`config.mk`:
```
export PLATFORM = sky130hd
export DESIGN_NAME = cpu_intr_accept_flat
export DESIGN_NICKNAME = d
export VERILOG_FILES = /design/src/rtl/cpu_intr_accept_pkg.sv /design/src/rtl/cpu_intr_accept_if.sv /design/src/rtl/cpu_intr_accept.sv /design/src/flat_wrapper.sv
export SDC_FILE = /design/constraint.sdc
export NUM_CORES = 1
export LEC_CHECK = 0
export CORE_MARGIN = 8
export CORE_UTILIZATION = 30
export CTS_CLUSTER_SIZE = 12
export DETAILED_ROUTE_END_ITERATION = 10
export PLACE_DENSITY = 0.59
export SETUP_SLACK_MARGIN = 0.05
export SYNTH_ARGS = -nofsm -noshare
export SYNTH_HDL_FRONTEND = slang
export SYNTH_SLANG_ARGS = --single-unit
```
`constraint.sdc`:
```
create_clock -name clk -period 3 [get_ports clk]
set_clock_uncertainty 0.1 [all_clocks]
set_input_delay 0.45 -clock clk [delete_from_list [all_inputs] [get_ports clk]]
set_output_delay 0.45 -clock clk [all_outputs]
set_load 0.01 [all_outputs]
```
`src/rtl/cpu_intr_accept_pkg.sv`:
```
// Shared types, widths and the acceptance qualifier for cpu_intr_accept.
// Optional build macro: CPU_INTR_NMI_BLOCK_EN (SR.BL also blocks the non-maskable class).
package cpu_intr_pkg;

   localparam int unsigned LVL_W   = 5;
   localparam int unsigned VEC_W   = 8;
   localparam int unsigned NMI_BIT = 4;
   localparam int unsigned CNT_W   = 4;

   typedef enum logic [1:0] {
      IDLE = 2'd0,
      REQ  = 2'd1,
      ACK  = 2'd2,
      HOLD = 2'd3
   } intr_state_e;

   // Level 0 can never beat an unsigned mask, so it is implicitly rejected.
   function automatic logic accept_f(
      input logic             req,
      input logic [LVL_W-1:0] level,
      input logic [3:0]       imask,
      input logic             bl
   );
      logic maskable_ok;
      maskable_ok = !bl && (level[3:0] > imask);
`ifdef CPU_INTR_NMI_BLOCK_EN
      return req && !bl && (level[NMI_BIT] || maskable_ok);
`else
      return req && (level[NMI_BIT] || maskable_ok);
`endif
   endfunction

endpackage

```
`src/rtl/cpu_intr_accept_if.sv`:
```
// Controller request/ack and pipeline exception-entry signals of one CPU's interrupt acceptor.
// master = controller/CPU side that drives the requests, slave = the acceptor.
interface cpu_intr_accept_if;
   import cpu_intr_pkg::*;

   logic             intr_req_i;
   logic [LVL_W-1:0] intr_level_i;
   logic [VEC_W-1:0] intr_vec_i;
   logic             inta_ack_o;
   logic [3:0]       sr_imask_i;
   logic             sr_bl_i;
   logic             exc_req_o;
   logic [LVL_W-1:0] exc_level_o;
   logic [VEC_W-1:0] exc_vec_o;
   logic             exc_take_i;

   modport master (
      output intr_req_i, intr_level_i, intr_vec_i, sr_imask_i, sr_bl_i, exc_take_i,
      input  inta_ack_o, exc_req_o, exc_level_o, exc_vec_o
   );

   modport slave (
      input  intr_req_i, intr_level_i, intr_vec_i, sr_imask_i, sr_bl_i, exc_take_i,
      output inta_ack_o, exc_req_o, exc_level_o, exc_vec_o
   );

endinterface

```
`src/rtl/cpu_intr_accept.sv`:
```
// Per-CPU interrupt acceptor: qualifies controller requests against SR, raises exception entry,
// returns a one-cycle acknowledge and then ignores requests for HOLDOFF cycles.
module cpu_intr_accept
   import cpu_intr_pkg::*;
#(
   parameter int unsigned HOLDOFF = 4
) (
   input logic               clk,
   input logic               rst,
   cpu_intr_accept_if.slave  bus
);

   localparam logic [CNT_W-1:0] HOLD_LOAD = CNT_W'(HOLDOFF - 1);

   intr_state_e      state_q, state_d;
   logic [CNT_W-1:0] cnt_q, cnt_d;
   logic [LVL_W-1:0] lvl_q, lvl_d;
   logic [VEC_W-1:0] vec_q, vec_d;
   logic             req_q, req_d;
   logic             ack_q, ack_d;
   logic             accept_s;

   // Next-state, latch and output decode.
   always_comb begin
      state_d  = state_q;
      cnt_d    = cnt_q;
      lvl_d    = lvl_q;
      vec_d    = vec_q;
      accept_s = accept_f(bus.intr_req_i, bus.intr_level_i, bus.sr_imask_i, bus.sr_bl_i);

      case (state_q)
         IDLE: begin
            if (accept_s) begin
               lvl_d   = bus.intr_level_i;
               vec_d   = bus.intr_vec_i;
               state_d = REQ;
            end else begin
               state_d = IDLE;
            end
         end
         REQ: begin
            // A take wins even if the request vanished in the same cycle.
            if (bus.exc_take_i) begin
               state_d = ACK;
            end else if (!accept_s) begin
               state_d = IDLE;
            end else begin
               state_d = REQ;
               if ((bus.intr_level_i != lvl_q) || (bus.intr_vec_i != vec_q)) begin
                  lvl_d = bus.intr_level_i;
                  vec_d = bus.intr_vec_i;
               end else begin
                  lvl_d = lvl_q;
                  vec_d = vec_q;
               end
            end
         end
         ACK: begin
            state_d = HOLD;
            cnt_d   = HOLD_LOAD;
         end
         HOLD: begin
            if (cnt_q == {CNT_W{1'b0}}) begin
               state_d = IDLE;
            end else begin
               cnt_d = cnt_q - CNT_W'(1);
            end
         end
         default: begin
            state_d = IDLE;
            cnt_d   = {CNT_W{1'b0}};
         end
      endcase

      req_d = (state_d == REQ);
      ack_d = (state_d == ACK);
   end

   // State, counter, latched request and registered outputs.
   always_ff @(posedge clk) begin
      if (rst) begin
         state_q <= IDLE;
         cnt_q   <= {CNT_W{1'b0}};
         lvl_q   <= {LVL_W{1'b0}};
         vec_q   <= {VEC_W{1'b0}};
         req_q   <= 1'b0;
         ack_q   <= 1'b0;
      end else begin
         state_q <= state_d;
         cnt_q   <= cnt_d;
         lvl_q   <= lvl_d;
         vec_q   <= vec_d;
         req_q   <= req_d;
         ack_q   <= ack_d;
      end
   end

   assign bus.exc_req_o   = req_q;
   assign bus.inta_ack_o  = ack_q;
   assign bus.exc_level_o = lvl_q;
   assign bus.exc_vec_o   = vec_q;

endmodule

```
`src/flat_wrapper.sv`:
```
// flat-port wrapper written by rule: the top's interface ports become plain ports
module cpu_intr_accept_flat import cpu_intr_pkg::*;
#(
   parameter int unsigned HOLDOFF = 4
)
  (clk, rst, bus_intr_req_i, bus_intr_level_i, bus_intr_vec_i, bus_sr_imask_i, bus_sr_bl_i, bus_exc_take_i, bus_inta_ack_o, bus_exc_req_o, bus_exc_level_o, bus_exc_vec_o);
  cpu_intr_accept_if bus_i ();
  input logic clk;
  input logic rst;
  input wire logic [$bits(bus_i.intr_req_i)-1:0] bus_intr_req_i;
  input wire logic [$bits(bus_i.intr_level_i)-1:0] bus_intr_level_i;
  input wire logic [$bits(bus_i.intr_vec_i)-1:0] bus_intr_vec_i;
  input wire logic [$bits(bus_i.sr_imask_i)-1:0] bus_sr_imask_i;
  input wire logic [$bits(bus_i.sr_bl_i)-1:0] bus_sr_bl_i;
  input wire logic [$bits(bus_i.exc_take_i)-1:0] bus_exc_take_i;
  output wire logic [$bits(bus_i.inta_ack_o)-1:0] bus_inta_ack_o;
  output wire logic [$bits(bus_i.exc_req_o)-1:0] bus_exc_req_o;
  output wire logic [$bits(bus_i.exc_level_o)-1:0] bus_exc_level_o;
  output wire logic [$bits(bus_i.exc_vec_o)-1:0] bus_exc_vec_o;
  assign bus_i.intr_req_i = bus_intr_req_i;
  assign bus_i.intr_level_i = bus_intr_level_i;
  assign bus_i.intr_vec_i = bus_intr_vec_i;
  assign bus_i.sr_imask_i = bus_sr_imask_i;
  assign bus_i.sr_bl_i = bus_sr_bl_i;
  assign bus_i.exc_take_i = bus_exc_take_i;
  assign bus_inta_ack_o = bus_i.inta_ack_o;
  assign bus_exc_req_o = bus_i.exc_req_o;
  assign bus_exc_level_o = bus_i.exc_level_o;
  assign bus_exc_vec_o = bus_i.exc_vec_o;
  cpu_intr_accept #(.HOLDOFF(HOLDOFF)) u_core (.clk(clk), .rst(rst), .bus(bus_i));
endmodule
```
Yosys cells after proc, flatten, opt, wreduce, memory -nomap -nowiden
Index checks and enable logic that the tools add are counted.
- register bits after elaboration: 21
- output and inout port bits: 15
- add/subtract/negate cells: 1
- magnitude comparators: 1
- eq/ne operators: 12
- muxes and demuxes: 16
- reductions and logical operators: 11
- operator list (kind ; count):
    2-to-1 mux 8 bit ; 4
    2-to-1 mux 5 bit ; 4
    one-hot mux 8 bit (2 select lines) ; 1
    one-hot mux 5 bit (2 select lines) ; 1
    inequality test 8 bit ; 1
    one-hot mux 2 bit (4 select lines) ; 1
    one-hot mux 4 bit (2 select lines) ; 1
    equality test 2 bit (second input constant) ; 3
    inequality test 2 x 1 -> 1 bit (second input constant) ; 3
    inequality test 5 bit ; 1
    AND reduction 5 bit ; 1
    equality test 2 x 1 -> 1 bit (second input constant) ; 2
    > comparator 4 bit ; 1
    logical NOT 4 bit ; 1
    2-to-1 mux 2 bit ; 2
    2-to-1 mux 4 bit ; 1
    inequality test 2 bit (second input constant) ; 2
    nonzero test 2 bit ; 2
    subtractor 4 x 1 -> 4 bit (second input constant) ; 1
    logical AND 1 bit ; 2
    logical NOT 2 bit ; 1
    logical OR 1 bit ; 2
    AND reduction 2 bit ; 1
    logical NOT 1 bit ; 1
    2-to-1 mux 1 bit ; 1

Longest topological paths before layout
- depth in word-level cells: 8
- depth in mapped cells: 9
- mapped depth without buffers: 7

Worst setup path after synthesis
No wires, ideal clock.
- kind: input to register
- from: input port bus_sr_imask_i[1]
- to: register u_core.lvl_q[0] (netlist: u_core.bus.exc_level_o[0])
- setup time: 118 ps
- arrival: 1687 ps
- required time: 2782 ps
- path slack: 1095 ps
- stages: 9
- path buffers: 2
- cells stage by stage: inv_1 > ha_1 > nor2b_1 > o211ai_1 > a21oi_1 > o211a_1 > buf_6 > buf_12 > mux2i_1
- cells in the longest elaborated chain, start to end: 6
- elaborated cells between the ends (all ways): 7
- RTL lines (item ; RTL line ; source):
    from (decl) ; flat_wrapper.sv:13 ; input wire logic [$bits(bus_i.sr_imask_i)-1:0] bus_sr_imask_i;
    > comparator 4 bit * ; cpu_intr_accept_pkg.sv:25 ; maskable_ok = !bl && (level[3:0] > imask);
    logical AND 1 bit * ; cpu_intr_accept_pkg.sv:25 ;
    logical OR 1 bit * ; cpu_intr_accept_pkg.sv:29 ; return req && (level[NMI_BIT] || maskable_ok);
    logical AND 1 bit * ; cpu_intr_accept_pkg.sv:29 ;
    inequality test 2 x 1 -> 1 bit (no source line) ; - ;
    AND reduction 5 bit (no source line) * ; - ;
    to (signal assigned) ; cpu_intr_accept.sv:84 ; lvl_q <= {LVL_W{1'b0}};
    to (signal assigned) ; cpu_intr_accept.sv:91 ; lvl_q <= lvl_d;
    to (decl) ; cpu_intr_accept.sv:17 ; logic [LVL_W-1:0] lvl_q, lvl_d;
Every way passes the cells marked *; elsewhere a longest branch is shown, timed or not.
A chain may end at the register's enable or synchronous reset.

Final worst setup path
- from: input port bus_intr_level_i[0]
- to: register u_core.vec_q[7] (netlist: u_core.bus.exc_vec_o[7])
- cells in the longest elaborated chain, start to end: 6
- elaborated cells between the ends (all ways): 10
- RTL lines (item ; RTL line ; source):
    from (decl) ; flat_wrapper.sv:11 ; input wire logic [$bits(bus_i.intr_level_i)-1:0] bus_intr_level_i;
    > comparator 4 bit ; cpu_intr_accept_pkg.sv:25 ;
    logical AND 1 bit ; cpu_intr_accept_pkg.sv:25 ;
    logical OR 1 bit ; cpu_intr_accept_pkg.sv:29 ;
    logical AND 1 bit ; cpu_intr_accept_pkg.sv:29 ;
    inequality test 2 x 1 -> 1 bit (no source line) ; - ;
    AND reduction 5 bit (no source line) * ; - ;
    to (signal assigned) ; cpu_intr_accept.sv:85 ; vec_q <= {VEC_W{1'b0}};
    to (signal assigned) ; cpu_intr_accept.sv:92 ; vec_q <= vec_d;
    to (decl) ; cpu_intr_accept.sv:18 ; logic [VEC_W-1:0] vec_q, vec_d;
Marks and branches as above.

==> out/qor.csv <==
metric,value,unit
status,"complete, no violations",
ctsRootBufferMaster,clkbuf_8,
hold_path.class,flip-flop to flip-flop,
cp-end-kind,flip-flop,
worst_pin_slew,0.885,ns
gp_congestion,0.840,
clock_path_buffers,2,
remaining_drc_errors,0,
first_pass_iters,4,
cts_tree,done,
die_area,6330,sq um
core,3940,sq um
finalSetupTns,0,ns
initialDrtViolationCount,53,
worstPathMaxFanout,13,
slew_viol_final,0,
fin_crit_sh,0.813,
finalPower,660,uW
netlist_area,1210,sq um
maxCapViolations,0,
relSlewSlack,0.408,
hold_viol_final,0,
synth_area_per_cell,9.47,sq um
cts_sinks,21,
synth-edff-count,0,
synthCells,128,
dp_hpwl,2210,um
numCtsBuffers,3,
finish.utilization,0.415,
power_switching,172,uW
p_leak,0.624,nW
critical_path_buf_inv_count,2,
p_int,488,uW
ios,37,
fill_cells,366,
criticalPathCategory,input port to flip-flop,
fin_area,1640,sq um
syn_nets,156,
synthFlopType,dfxtp_1,
final_common_cell,clkdlybuf4s50_1,
post-cts-setup-buffers,0,
cp_top_family,compound AO/OA/AOI/OAI gates,
grt_pass1_wl,4480,um
seqCellArea,420,sq um
final_nets,192,
clock_power_share,0.276,
antenna_found_initial,0,
yosys_warnings,0,
grt_overflow,0,
routedWlPerCell,12.9,um
slowest_stage,o211a_1,
grt_pass1_vias,994,
cts.hold.buffers_added,0,
routed_wl,2750,um
port_buffers,36,
worstSetupStartpointType,input port,
place_area,1590,sq um
clock_latency,0.25,ns
slowest_delay,0.59,ns
syn2layout_area_growth,35.1,%
whs,0.392,ns
cts_resized,0,
arrival,2.52,ns
synth-seq-cells,21,
viasPerCell,4.54,
power-per-cell-area,403,nW/um^2
rsz0062_at_grt,no,
fmax,410,MHz
post-route-min-period,2.44,ns
pwr-share-seq,0.474,
cts-htree-levels,1,
crit_chain,clkdlybuf4s50_1 > inv_1 > ha_1 > a41o_1 > a21oi_1 > o211a_1 > mux2i_1,
multi_input_area,719,sq um
pwr-share-comb,0.250,
clk_transition_reported_paths,0.07,ns
layout_common_cells,"36 x clkdlybuf4s50_1, 22 x nand2b_1, 21 x dfxtp_1",
die_h,79.6,um
required,3.08,ns
ys_seq_area_frac,0.347,
start_util,0.308,
ant_nets,0,
synthDistinctLibCells,33,
num_vias,967,
grt_max_degree,35,
drive_gt1_frac,0.0307,
n_antenna_cell,0,
rows,23,
swShare,0.261,
die_x,79.6,um
async_flop_share,0,
timing.final.setup_violations,0,
ir_drop,0.000171,V
grt_usage,0.0884,
[worst register-to-register path: cells and delay by family, from the launching register on]
kind / cells / cell delay [ns]
multiplexers: 1 / 0.21
flip-flops: 1 / 0.39
XOR/XNOR: 1 / 0.13
AO/OA/AOI/OAI: 1 / 0.38
AND/OR/NAND/NOR: 2 / 0.67
[power groups by stage]
stage          clock network (mW)  logic [mW]  registers (mW)
4_1_cts                     0.189       0.168           0.313
3_5_place_dp                    0       0.167           0.319
5_1_grt                     0.202       0.182           0.316
2_1_floorplan                   0      0.0927           0.323
6_report                    0.182       0.165           0.313
3_3_place_gp                    0       0.165           0.319
[flip-flops by register name, indices dropped and copies added (netlist names)]
register and count:
u_core.bus.exc_level_o 5, u_core.bus.inta_ack_o 1, u_core.state_q 2, u_core.bus.exc_vec_o 8
u_core.cnt_q 4, u_core.bus.exc_req_o 1
[logic make-up (layout without fill, tap and decap cells)]
logic type	Yosys count	after routing	share of synthesized area
DFF	21	21	0.347
adders and majority gates	6	6	0.0619
and+or+nand+nor	46	46	0.233
xor gates and xnor gates	13	13	0.100
buffers and inverters	13	48	0.0599
muxes	13	13	0.107
AOI/OAI and AO/OA	16	16	0.0908
[cell type report]
type	count	area share
clock buffers	4	0.0275
inverters	8	0.0183
multi-input cells	94	0.439
flip-flops and latches	21	0.257
well taps	50	0.0382
repair buffers	36	0.220
[per-layer routing]
| metal | wire length [um] | up-vias | track usage |
|---|---|---|---|
| met5 | 0 | - | 0 |
| met4 | 43 | 0 | 0.0315 |
| met3 | 274 | 4 | 0.0428 |
| met2 | 1350 | 24 | 0.152 |
| met1 | 1080 | 437 | 0.0913 |
| li1 | - | 502 | - |
[Yosys cell counts, types with 2 or more instances]
master | count | share of area
clkbuf_1 | 3 | 0.0093
xnor2_1 | 12 | 0.087
nand2b_1 | 22 | 0.11
or2b_1 | 4 | 0.025
a21oi_1 | 5 | 0.021
nand2_1 | 3 | 0.0093
inv_1 | 8 | 0.025
ha_1 | 6 | 0.062
nor2b_1 | 2 | 0.010
nor2_1 | 4 | 0.012
mux2i_1 | 13 | 0.11
dfxtp_1 | 21 | 0.35
and3_1 | 3 | 0.015
nand4_1 | 3 | 0.015
[per-stage QoR]
step | cells | worst slack [ns]
6_report | 213 | 0.562
3_3_place_gp | 209 | 0.318
4_1_cts | 213 | 0.536
3_5_place_dp | 209 | 0.269
2_1_floorplan | 128 | 1.10
5_1_grt | 213 | 0.430
[final timing paths]
path / slack (ns) / startpoint / to / cells past startpoint
max: 0.56 / bus_intr_level_i[0] / u_core.bus.exc_vec_o[7] / 7
max reg2reg: 0.99 / u_core.bus.exc_level_o[3] / u_core.bus.exc_vec_o[7] / 5
min reg2reg: 0.39 / u_core.cnt_q[0] / u_core.cnt_q[0] / 1
min: 0.39 / u_core.cnt_q[0] / u_core.cnt_q[0] / 1
Note: power is estimated with default switching activity, not from simulation.
